File: config.mk
export PLATFORM = sky130hd
export DESIGN_NAME = serial_word_assembler
export DESIGN_NICKNAME = d
export VERILOG_FILES = /design/src/rtl/serial_word_assembler_pkg.sv /design/src/rtl/deser_bit_counter.sv /design/src/rtl/serial_word_assembler.sv
export SDC_FILE = /design/constraint.sdc
export NUM_CORES = 1
export LEC_CHECK = 0
export ABC_CLOCK_PERIOD_IN_PS = 2300
export CORE_MARGIN = 4
export CORE_UTILIZATION = 30
export DETAILED_ROUTE_END_ITERATION = 6
export GPL_TIMING_DRIVEN = 0
export PLACE_DENSITY = 0.59
export SLEW_MARGIN = 20
export SYNTH_ARGS = -nofsm -noshare
export SYNTH_HDL_FRONTEND = slang
export SYNTH_SLANG_ARGS = --single-unit
File: constraint.sdc
create_clock -name clk -period 2.3 [get_ports clk]
set_input_delay 0.345 -clock clk [delete_from_list [all_inputs] [get_ports clk]]
set_output_delay 0.345 -clock clk [all_outputs]
set_load 0.005 [all_outputs]
File: src/rtl/serial_word_assembler_pkg.sv
// Serial load path constants shared by the receive (assembler) and transmit ends,
// so both sides agree on word width and bit order.
package serial_word_assembler_pkg;

    localparam int DEFAULT_WIDTH = 8;

    localparam bit LSB_FIRST = 1'b0;
    localparam bit MSB_FIRST = 1'b1;

    // Width of a counter that must hold the values 0..width-1 (width >= 2).
    function automatic int count_width(input int width);
        return (width <= 2) ? 1 : $clog2(width);
    endfunction

endpackage

File: src/rtl/deser_bit_counter.sv
// Beat counter for the assembler: wraps at WIDTH-1, with synchronous clear and a
// load-to-1 used when a start marker restarts the frame.
module deser_bit_counter
    import serial_word_assembler_pkg::*;
#(
    parameter int WIDTH = DEFAULT_WIDTH,
    localparam int CW = count_width(WIDTH)
) (
    input  logic          clk,
    input  logic          rst,
    input  logic          en,
    input  logic          load_one,
    output logic [CW-1:0] count,
    output logic          terminal
);

    localparam logic [CW-1:0] LAST = CW'(WIDTH - 1);

    assign terminal = (count == LAST);

    // load_one wins over wrap: a start beat is beat 0, so the next beat is beat 1.
    always_ff @(posedge clk) begin
        if (rst) begin
            count <= '0;
        end else if (en) begin
            if (load_one) begin
                count <= CW'(1);
            end else if (terminal) begin
                count <= '0;
            end else begin
                count <= count + 1'b1;
            end
        end
    end

endmodule

File: src/rtl/serial_word_assembler.sv
// Bit-serial to parallel word assembler feeding a one-entry valid/ready output
// buffer with a registered all-ones flag; start marker gives frame alignment.
module serial_word_assembler
    import serial_word_assembler_pkg::*;
#(
    parameter int WIDTH     = DEFAULT_WIDTH,
    parameter bit MSB_FIRST = serial_word_assembler_pkg::MSB_FIRST
) (
    input  logic             clk,
    input  logic             rst,
    input  logic             s_valid,
    output logic             s_ready,
    input  logic             s_bit,
    input  logic             s_start,
    output logic             p_valid,
    input  logic             p_ready,
    output logic [WIDTH-1:0] p_data,
    output logic             p_all_ones,
    output logic             err_resync
);

    localparam int CW = count_width(WIDTH);
    localparam logic [CW-1:0] LAST = CW'(WIDTH - 1);

    logic [CW-1:0]    count;
    logic             terminal;
    logic             beat;
    logic             start_beat;
    logic             complete;
    logic [CW-1:0]    beat_idx;
    logic [CW-1:0]    bit_pos;
    logic [WIDTH-1:0] shift_reg;
    logic [WIDTH-1:0] next_word;

    // Only the completing bit stalls; earlier bits of the next word may stream in
    // while the previous word is still held.
    assign s_ready    = !(p_valid && !p_ready && terminal);
    assign beat       = s_valid && s_ready;
    assign start_beat = beat && s_start;
    assign complete   = beat && !s_start && terminal;
    assign beat_idx   = start_beat ? '0 : count;
    assign bit_pos    = MSB_FIRST ? (LAST - beat_idx) : beat_idx;

    deser_bit_counter #(
        .WIDTH(WIDTH)
    ) u_counter (
        .clk(clk),
        .rst(rst),
        .en(beat),
        .load_one(start_beat),
        .count(count),
        .terminal(terminal)
    );

    // A start beat drops any partial word so no discarded bit can leak through.
    always_comb begin
        next_word = start_beat ? '0 : shift_reg;
        next_word[bit_pos] = s_bit;
    end

    always_ff @(posedge clk) begin
        if (rst) begin
            shift_reg  <= '0;
            p_valid    <= 1'b0;
            p_data     <= '0;
            p_all_ones <= 1'b0;
            err_resync <= 1'b0;
        end else begin
            err_resync <= start_beat && (count != '0);
            if (complete) begin
                shift_reg <= '0;
            end else if (beat) begin
                shift_reg <= next_word;
            end
            if (complete) begin
                p_valid    <= 1'b1;
                p_data     <= next_word;
                p_all_ones <= &next_word;
            end else if (p_valid && p_ready) begin
                p_valid <= 1'b0;
            end
        end
    end

endmodule

==> metrics.cfg, run 1 <==
[synthesis]
synthTopCellsByCount=dfxtp_1, a21oi_1, nor2_1, nand2_1, o2bb2ai_1
yosysUniqueCellTypes=36
async_flop_share_pct=0
synth_area_per_cell_um2=9.11
synth_fp_nets=137
synthTopCellsByArea=dfxtp_1, o2bb2ai_1, a21oi_1
ys_seq_elements=22
synth_top_cell_by_area=dfxtp_1
yosysWarnings=0
synth_area_um2=1170
synthCells=128
synth_most_common_cell=dfxtp_1
ys_seq_area_share_pct=37.8
synth_edf_count=0
ys.flop_type=dfxtp_1
synth_top_area_share_pct=37.8

[worst_setup_path]
critical_path_class=reg2out
crit_path_cell_trace=ha_1, ha_1, nand3b_1, clkdlybuf4s50_1
start_kind=flop
worstSetupEndpointType=output pin
path_buf_inv=1
slowest_stage=clkdlybuf4s50_1
critPathTopFamily=buffers and inverters
cp_max_fo=8
cp.required_ns=1.96
crit_arrival_ns=1.83
worst_path_most_repeated_cell=ha_1
slowest_delay_ns=0.54

[route]
routed_via_density=5.27
remaining_drc_errors=0
drt_first_pass_iters=4
totalWireLength_um=2940
wire_per_inst_um=14.9
dr_total_vias=1038
drt_iter0_drc=48
ant_nets=0

[finish]
area_delta_synth_final_pct=24.5
stdcell_count=197
layout-drive-gt1-share_pct=10.1
final_net_count=159
antenna_cells=0

[global_routing]
grt_usage_pct=12.3
overflow=0
grt_first_pass_wirelength_um=4860
grt_pass1_vias=1023
grt_antenna_before_repair=0
grt_max_degree=13

[floorplanning]
die_y_um=70.3
core_area_um2=3720
num_rows=22
fp.dieArea_um2=4950
die_x_um=70.3
io-pin-count=18
initial_core_util_pct=31.4

[sta]
worstMarginPinSlew_ns=0.675
hold_violations=0
layout_setup_ws_ns=0.129
max_freq_ghz=0.461
skew_ns=0.00221
rsz0062_at_grt=no
setup_violations=0
tns_ns=0
maxSlewHeadroom_pct=54.8
fin_crit_ns=2.17
post-route-period-util_pct=94.4
drv_slew=0

[placement]
place.gp.congestion=0.769
io_buffer_count=17
dp_slack_ns=0.234
dp.cells=193
hpwl_um=2120

[pwr]
vdd_drop_max_mv=0.195
powerDensity_nw_per_um2=515
p_leak_nw=0.505

[cts]
h-tree-depth=1
cts-buffers-inserted=3
ctsRootBufferMaster=clkbuf_8
postCtsSetupRepairBufs=0
cts_tree=yes
worst_skew_pair.late_latency_ns=0.27
cts.repair.resized=0
clock_sinks=22
cts.clk_slew.worst_paths_ns=0.08
ctsHoldBuffers=0
cts_max_path_buffers=2

[run_status]
status=finished clean

[min_path]
hold_class=reg2reg

[job]
max_cap_viol_count=0

==> cells in the final DEF, fill, tap and decap left out, types with 2 or more instances in the layout <==
| cell | n |
|---|---|
| ha_1 | 3 |
| clkbuf_8 | 4 |
| and3_1 | 3 |
| nor3b_2 | 2 |
| nor2_1 | 9 |
| nand3_1 | 3 |
| dfxtp_1 | 22 |
| or3_1 | 6 |
| a22oi_1 | 2 |
| nand3b_1 | 6 |
| mux2i_1 | 5 |
| a211oi_2 | 2 |
| buf_6 | 3 |
| nand2_1 | 8 |
| nand4b_1 | 3 |
| clkbuf_1 | 4 |
| a21oi_1 | 12 |
| nor2b_1 | 2 |
| inv_1 | 4 |
| buf_2 | 2 |
| o211ai_1 | 2 |
| o2bb2ai_1 | 8 |
| clkdlybuf4s50_1 | 17 |
| o21ai_0 | 3 |
==> where the power goes <==
part | total (W) | switching (W) | internal, W
registers | 0.000391 | 0.00000575 | 0.000385
logic | 0.0000759 | 0.0000426 | 0.0000333
clock network | 0.000282 | 0.000129 | 0.000153
==> path summary, 6_finish.rpt <==
check | from | endpoint | slack [ns] | depth (start not counted)
worst min-delay path | p_data[0] | p_data[0] | 0.47 | 1
worst max register to register | u_counter.count[0] | p_all_ones | 0.37 | 6
worst min register to register | p_data[0] | p_data[0] | 0.47 | 1
worst max-delay path | u_counter.count[0] | s_ready | 0.13 | 4
==> logic make-up (layout without fill, tap and decap cells) <==
family | count (synthesis) | count (layout) | synth area share [%]
AOI/OAI and AO/OA | 33 | 33 | 20.3
adders and majority gates | 3 | 3 | 3.22
buffers and inverters | 13 | 34 | 6.33
DFF | 22 | 22 | 37.8
muxes | 6 | 6 | 5.26
and+or+nand+nor | 51 | 51 | 27.1
==> final cells by class <==
cell class	instances	area, um^2
Fill cell	380	2260
Multi-Input combinational cell	93	652
Sequential cell	22	440
Timing Repair Buffer	17	170
Tap cell	48	60.1
Buffer	9	58.8
Clock buffer	4	55.1
Inverter	4	15.0
==> routing by layer <==
metal | part of all wire, % | track usage, % | vias up | wire [um]
met5 | 0 | 0 | - | 0
met4 | 2.8 | 8.30 | 0 | 82
met3 | 4.3 | 1.29 | 7 | 127
met2 | 50 | 19.9 | 26 | 1460
met1 | 43 | 15.1 | 491 | 1270
li1 | - | - | 514 | -
==> metrics by stage <==
step	hold WS [ns]	power, W	utilization, %	area, um^2
3_5_place_dp	0.447	0.000476	37.6	1400
5_1_grt	0.486	0.000778	39.1	1450
3_3_place_gp	0.448	0.000474	37.6	1400
6_report	0.465	0.000748	39.1	1450
2_1_floorplan	0.414	0.000447	-	1170
4_1_cts	0.471	0.000756	39.1	1450
==> worst reg2reg max path, delay by kind of cell, from the launching register on <==
kind | cells | cell delay (ns)
flops | 1 | 0.49
simple gates | 1 | 0.17
compound gates | 3 | 0.83
fa+ha+maj | 2 | 0.38
Note: power is estimated with default switching activity, not from simulation.
==> inputs of run 2 (changes only) <==
ABC_CLOCK_PERIOD_IN_PS = 2650   (was 2300)
CORE_ASPECT_RATIO = 0.6   (was not set)
clock period = 2.65 ns   (was 2.3 ns; I/O delays follow)
==> run 2 against run 1 <==
Effect of this change: cell count is 0.51% lower; largest power group unchanged; routed wire length is 8.6% higher; register-to-register slack better by 0.31 ns; die area is 0.67% higher; hold slack better by 0.0079 ns; design area hardly changed; total power is 14% lower; sequential share of layout area hardly changed.
==> metrics.cfg, run 2 (synthesis gave the netlist of run 1 again) <==
[pwr]
p_leak_nw=0.505  ; unchanged
powerDensity_nw_per_um2=446  ; -13%
vdd_drop_max_mv=0.255  ; +31%

[cts]
clock_sinks=22  ; unchanged
postCtsSetupRepairBufs=0  ; unchanged
cts.repair.resized=0  ; unchanged
ctsHoldBuffers=0  ; unchanged
cts_max_path_buffers=2  ; unchanged
ctsRootBufferMaster=clkbuf_8
cts.clk_slew.worst_paths_ns=0.08  ; about the same
cts-buffers-inserted=3  ; unchanged
cts_tree=yes
h-tree-depth=1  ; unchanged
worst_skew_pair.late_latency_ns=0.26  ; about the same

[sta]
fin_crit_ns=2.24
rsz0062_at_grt=no
drv_slew=0  ; unchanged
maxSlewHeadroom_pct=52.2  ; -2.6 points
worstMarginPinSlew_ns=0.714  ; +0.0387 ns
hold_violations=0  ; unchanged
max_freq_ghz=0.447
tns_ns=0  ; unchanged
setup_violations=0  ; unchanged
post-route-period-util_pct=84.5
skew_ns=0.00306  ; +0.000853 ns

[route]
routed_via_density=5.39  ; +2.3%
ant_nets=0  ; unchanged
top_layer_used=met3
remaining_drc_errors=0  ; unchanged
wire_per_inst_um=16.3  ; +9.2%
dr_total_vias=1056  ; +1.7%
drt_first_pass_iters=4  ; unchanged
drt_iter0_drc=38  ; -21%
wl_met1_um=1630  ; +28%
met2RoutedLength_um=1350  ; -7.5%
dr_wl_met3_um=217  ; +71%
totalWireLength_um=3190  ; +8.6%

[global_routing]
grt_antenna_before_repair=0  ; unchanged
grt_first_pass_wirelength_um=5060  ; +4.0%
grt_max_degree=13  ; unchanged
grt_usage_pct=13.1  ; +0.84 points
grt_pass1_vias=1014  ; -0.88%
overflow=0  ; unchanged

[floorplanning]
die_y_um=56.3  ; -20%
io-pin-count=18  ; unchanged
initial_core_util_pct=31.5  ; +0.13 points
core_area_um2=3700  ; -0.40%
num_rows=17  ; -23%
fp.dieArea_um2=4980  ; +0.67%
die_x_um=88.5  ; +26%

[worst_setup_path]
cp_max_fo=8  ; unchanged
worstSetupEndpointType=output pin
start_kind=flop
critical_path_class=reg2out
crit_arrival_ns=1.84  ; about the same
cp.required_ns=2.25  ; +0.29 ns

[job]
max_cap_viol_count=0  ; unchanged

[finish]
final_common_cell=dfxtp_1
fin_area_um2=1450  ; about the same
antenna_cells=0  ; unchanged
area_delta_synth_final_pct=24.4  ; about the same
layout-drive-gt1-share_pct=10.1  ; unchanged
most-common-layout-cells=dfxtp_1, clkdlybuf4s50_1, a21oi_1
final_net_count=159  ; unchanged

[run_status]
status=finished clean

[placement]
dpl_cell_area_um2=1400  ; about the same
hpwl_um=2370  ; +12%
place.gp.congestion=0.860  ; +12%
io_buffer_count=17  ; unchanged

[min_path]
hold_class=reg2reg

-- run 2: where the power goes --
group / internal [W] / total [W] / switching, W
logic: 0.0000292 / 0.0000687 / 0.0000395
clock network: 0.000132 / 0.000238 / 0.000106
registers: 0.000334 / 0.000340 / 0.00000535
total: 0.000496 / 0.000647 / 0.000151
-- run 2: worst max-delay path, stage by stage (launching register included) --
cell and delay [ns]:
dfxtp_1 0.40, ha_1 0.24, ha_1 0.20, nand3b_1 0.19, clkdlybuf4s50_1 0.54
-- run 2: cell type report --
class,instances,area [um^2]
fill,392,2250
multi-input combinational,93,652
clock buffer,4,55.1
inverter,4,15.0
tap,47,58.8
timing repair buffer,17,170
sequential,22,440
buffer,9,58.8
-- run 2: stage by stage --
stage	total power [W]	cells	hold WS [ns]	worst slack (ns)	util, %
floorplan	0.000388	128	0.449	0.997	-
detailed placement	0.000415	192	0.451	0.542	37.7
global route	0.000676	196	0.491	0.330	39.2
finish	0.000647	196	0.473	0.411	39.2
CTS	0.000655	196	0.475	0.386	39.2
global placement	0.000411	192	0.447	0.574	37.7
-- run 2: routing by layer --
| metal | vias to the layer above | track usage (%) |
|---|---|---|
| li1 | 520 | - |
| met1 | 509 | 19.4 |
| met2 | 27 | 18.8 |
| met3 | 0 | 4.25 |
| met4 | 0 | 1.51 |
| met5 | - | 0 |
-- run 2: final timing paths --
kind | from | end | slack (ns) | cells after the start
hold reg to reg | p_data[2] | p_data[2] | 0.47 | 1
setup / recovery | u_counter.count[0] | s_ready | 0.41 | 4
setup reg to reg | u_counter.count[0] | p_all_ones | 0.68 | 6
hold / removal | p_data[2] | p_data[2] | 0.47 | 1
==> RTL change, RTL diff (flow settings as in run 1) <==
`MSB_FIRST`: 1'b1 -> 1'b0.
--- a/src/rtl/serial_word_assembler_pkg.sv
+++ b/src/rtl/serial_word_assembler_pkg.sv
@@ -7,3 +7,3 @@
     localparam bit LSB_FIRST = 1'b0;
-    localparam bit MSB_FIRST = 1'b1;
+    localparam bit MSB_FIRST = 1'b0;
 
Behaviour: not the same (a bounded check fails within 10 cycles, from zero or initial values and one cycle with rst high).
==> RTL change against run 1 <==
- first-iteration DRC count shrank 29%
- sequential cell count is the same
- total power grew 11%
- via count grew 6.6%
- design area grew 3.0%
- area after synthesis grew 1.6%
- worst setup slack gained 0.013 ns
- routed wire length shrank 0.44%
- largest cell class unchanged
==> RTL change: results <==
metrics = {
    "cells_and_area": {
        "num-nonclk-inverters": 2,
        "clkCellAreaFrac_pct": 4.770,
        "nMultiInputCombCells": 108,
        "seq_area_share_pct": 29.54,
        "area_growth_syn_to_layout_pct": 26.19,
        "clkbuf_count": 3,
        "nonClockBufferCount": 29,
        "multi_input_comb_area_um2": 693.2,
        "nets": 175,
        "drive_gt1_share_pct": 7.879,
        "buffer_area_share_pct": 14.81,
        "fillers": 399,
        "diodes": 0,
    },
    "min_path": {
        "min_path_type": "reg -> reg",
        "hp-start": "p_data[6]",
        "holdPathEnd": "p_data[6]",
        "holdPathStages": 2,
    },
    "sta": {
        "finClkSkew_ns": 0.006770,
        "relSlewSlack_pct": 68.35,
        "whs_ns": 0.4592,
        "period_share_pct": 93.82,
    },
    "global_routing": {
        "grt_pass1_vias": 992,
        "grt.total_usage_pct": 11.89,
        "antenna_found_initial": 0,
        "grt_max_degree": 14,
    },
    "clocking": {
        "root_buffer": "clkbuf_8",
        "clkLatencyLatePin_ns": 0.27,
    },
    "placement": {
        "hpwlAfterDp_um": 2110,
        "gp_congestion": 0.7988,
        "preCtsSetupSlack_ns": 0.1272,
        "dpl_cell_area_um2": 1415,
    },
    "pwr": {
        "p_leak_nw": 0.4966,
        "vdd_drop_max_mv": 0.6034,
    },
    "synth": {
        "syn_avg_cell_area_um2": 8.286,
        "async_reset_ff_share_pct": 0,
        "synth_common_cells": "dfxtp_1 (22), a21oi_1 (18), nand2_1 (17)",
        "yosys_warnings": 0,
        "synth_cell_types": 37,
        "ys_seq_area_share_pct": 37.17,
        "yosys-top-cells-area": "dfxtp_1 (37%), a21oi_1 (7.6%), nand3b_1 (6.3%)",
        "syn-num-nets": 152,
    },
    "run_status": {
        "outcome": "finished, final reports clean",
    },
    "setup_path": {
        "r2r_start": "u_counter.count[1]",
        "r2r-end": "shift_reg[5]",
        "crit_path_start_kind": "flop",
        "rrSetupSlack_ns": 0.32,
        "cp_max_fo": 9,
        "reg2reg_depth": 7,
        "cp_data_arrival_time_ns": 1.81,
    },
    "route": {
        "drt_wl_total_um": 2925,
        "vias_per_cell": 5.192,
        "drt-initial-drc-count": 34,
    },
}
RTL change: cell count changes after synthesis, sizes merged, moves of 4 or more:
cell	delta
nand2	+9
o2bb2ai	-8
a21oi	+6
clkbuf	+4
nand3b	+4
RTL change: cells by family (layout without fill, tap and decap cells):
kind of cell | count (synthesis) | count (layout) | share of synthesized area, %
flip-flops | 22 | 22 | 37.17
adder cells (fa/ha/maj) | 3 | 3 | 3.168
multiplexers | 6 | 6 | 5.280
AND/OR/NAND/NOR | 66 | 66 | 32.53
AO/OA/AOI/OAI | 32 | 32 | 16.79
buffers and inverters | 13 | 35 | 4.330
XOR/XNOR | 1 | 1 | 0.7393
RTL change: through the flow:
| stage | power [mW] | util [%] | cells |
|---|---|---|---|
| 2_1_floorplan | 0.4448 | - | 143 |
| 3_3_place_gp | 0.4708 | 37.80 | 208 |
| 3_5_place_dp | 0.4715 | 37.80 | 208 |
| 4_1_cts | 0.8337 | 39.74 | 212 |
| 5_1_grt | 0.8611 | 39.94 | 213 |
| 6_report | 0.8268 | 39.94 | 213 |
RTL change: power breakdown:
group | switching (mW) | leakage (nW) | internal (mW)
logic | 0.0441 | 0.283 | 0.0305
registers | 0.00470 | 0.178 | 0.385
clock network | 0.130 | 0.0357 | 0.232
total | 0.179 | 0.497 | 0.648
RTL change: layer usage:
metal	vias to the layer above	track usage, %	share of wire (%)
met5	-	0	0
met4	0	1.253	0.55
met3	2	3.409	7.4
met2	35	18.64	46
met1	514	16.77	46
li1	555	-	-
RTL change: worst max-delay path: cells and delay by family (launching register included):
family | cells | cell delay [ns]
buf+inv | 1 | 0.55
flops | 1 | 0.39
fa+ha+maj | 2 | 0.39
simple gates | 1 | 0.21
RTL change: what timing repair did:
action / 4_1_cts / 5_1_grt
buffers inserted: 0 / 1
setup endpoints to repair: 1 / 2
resized for setup: 1 / 0
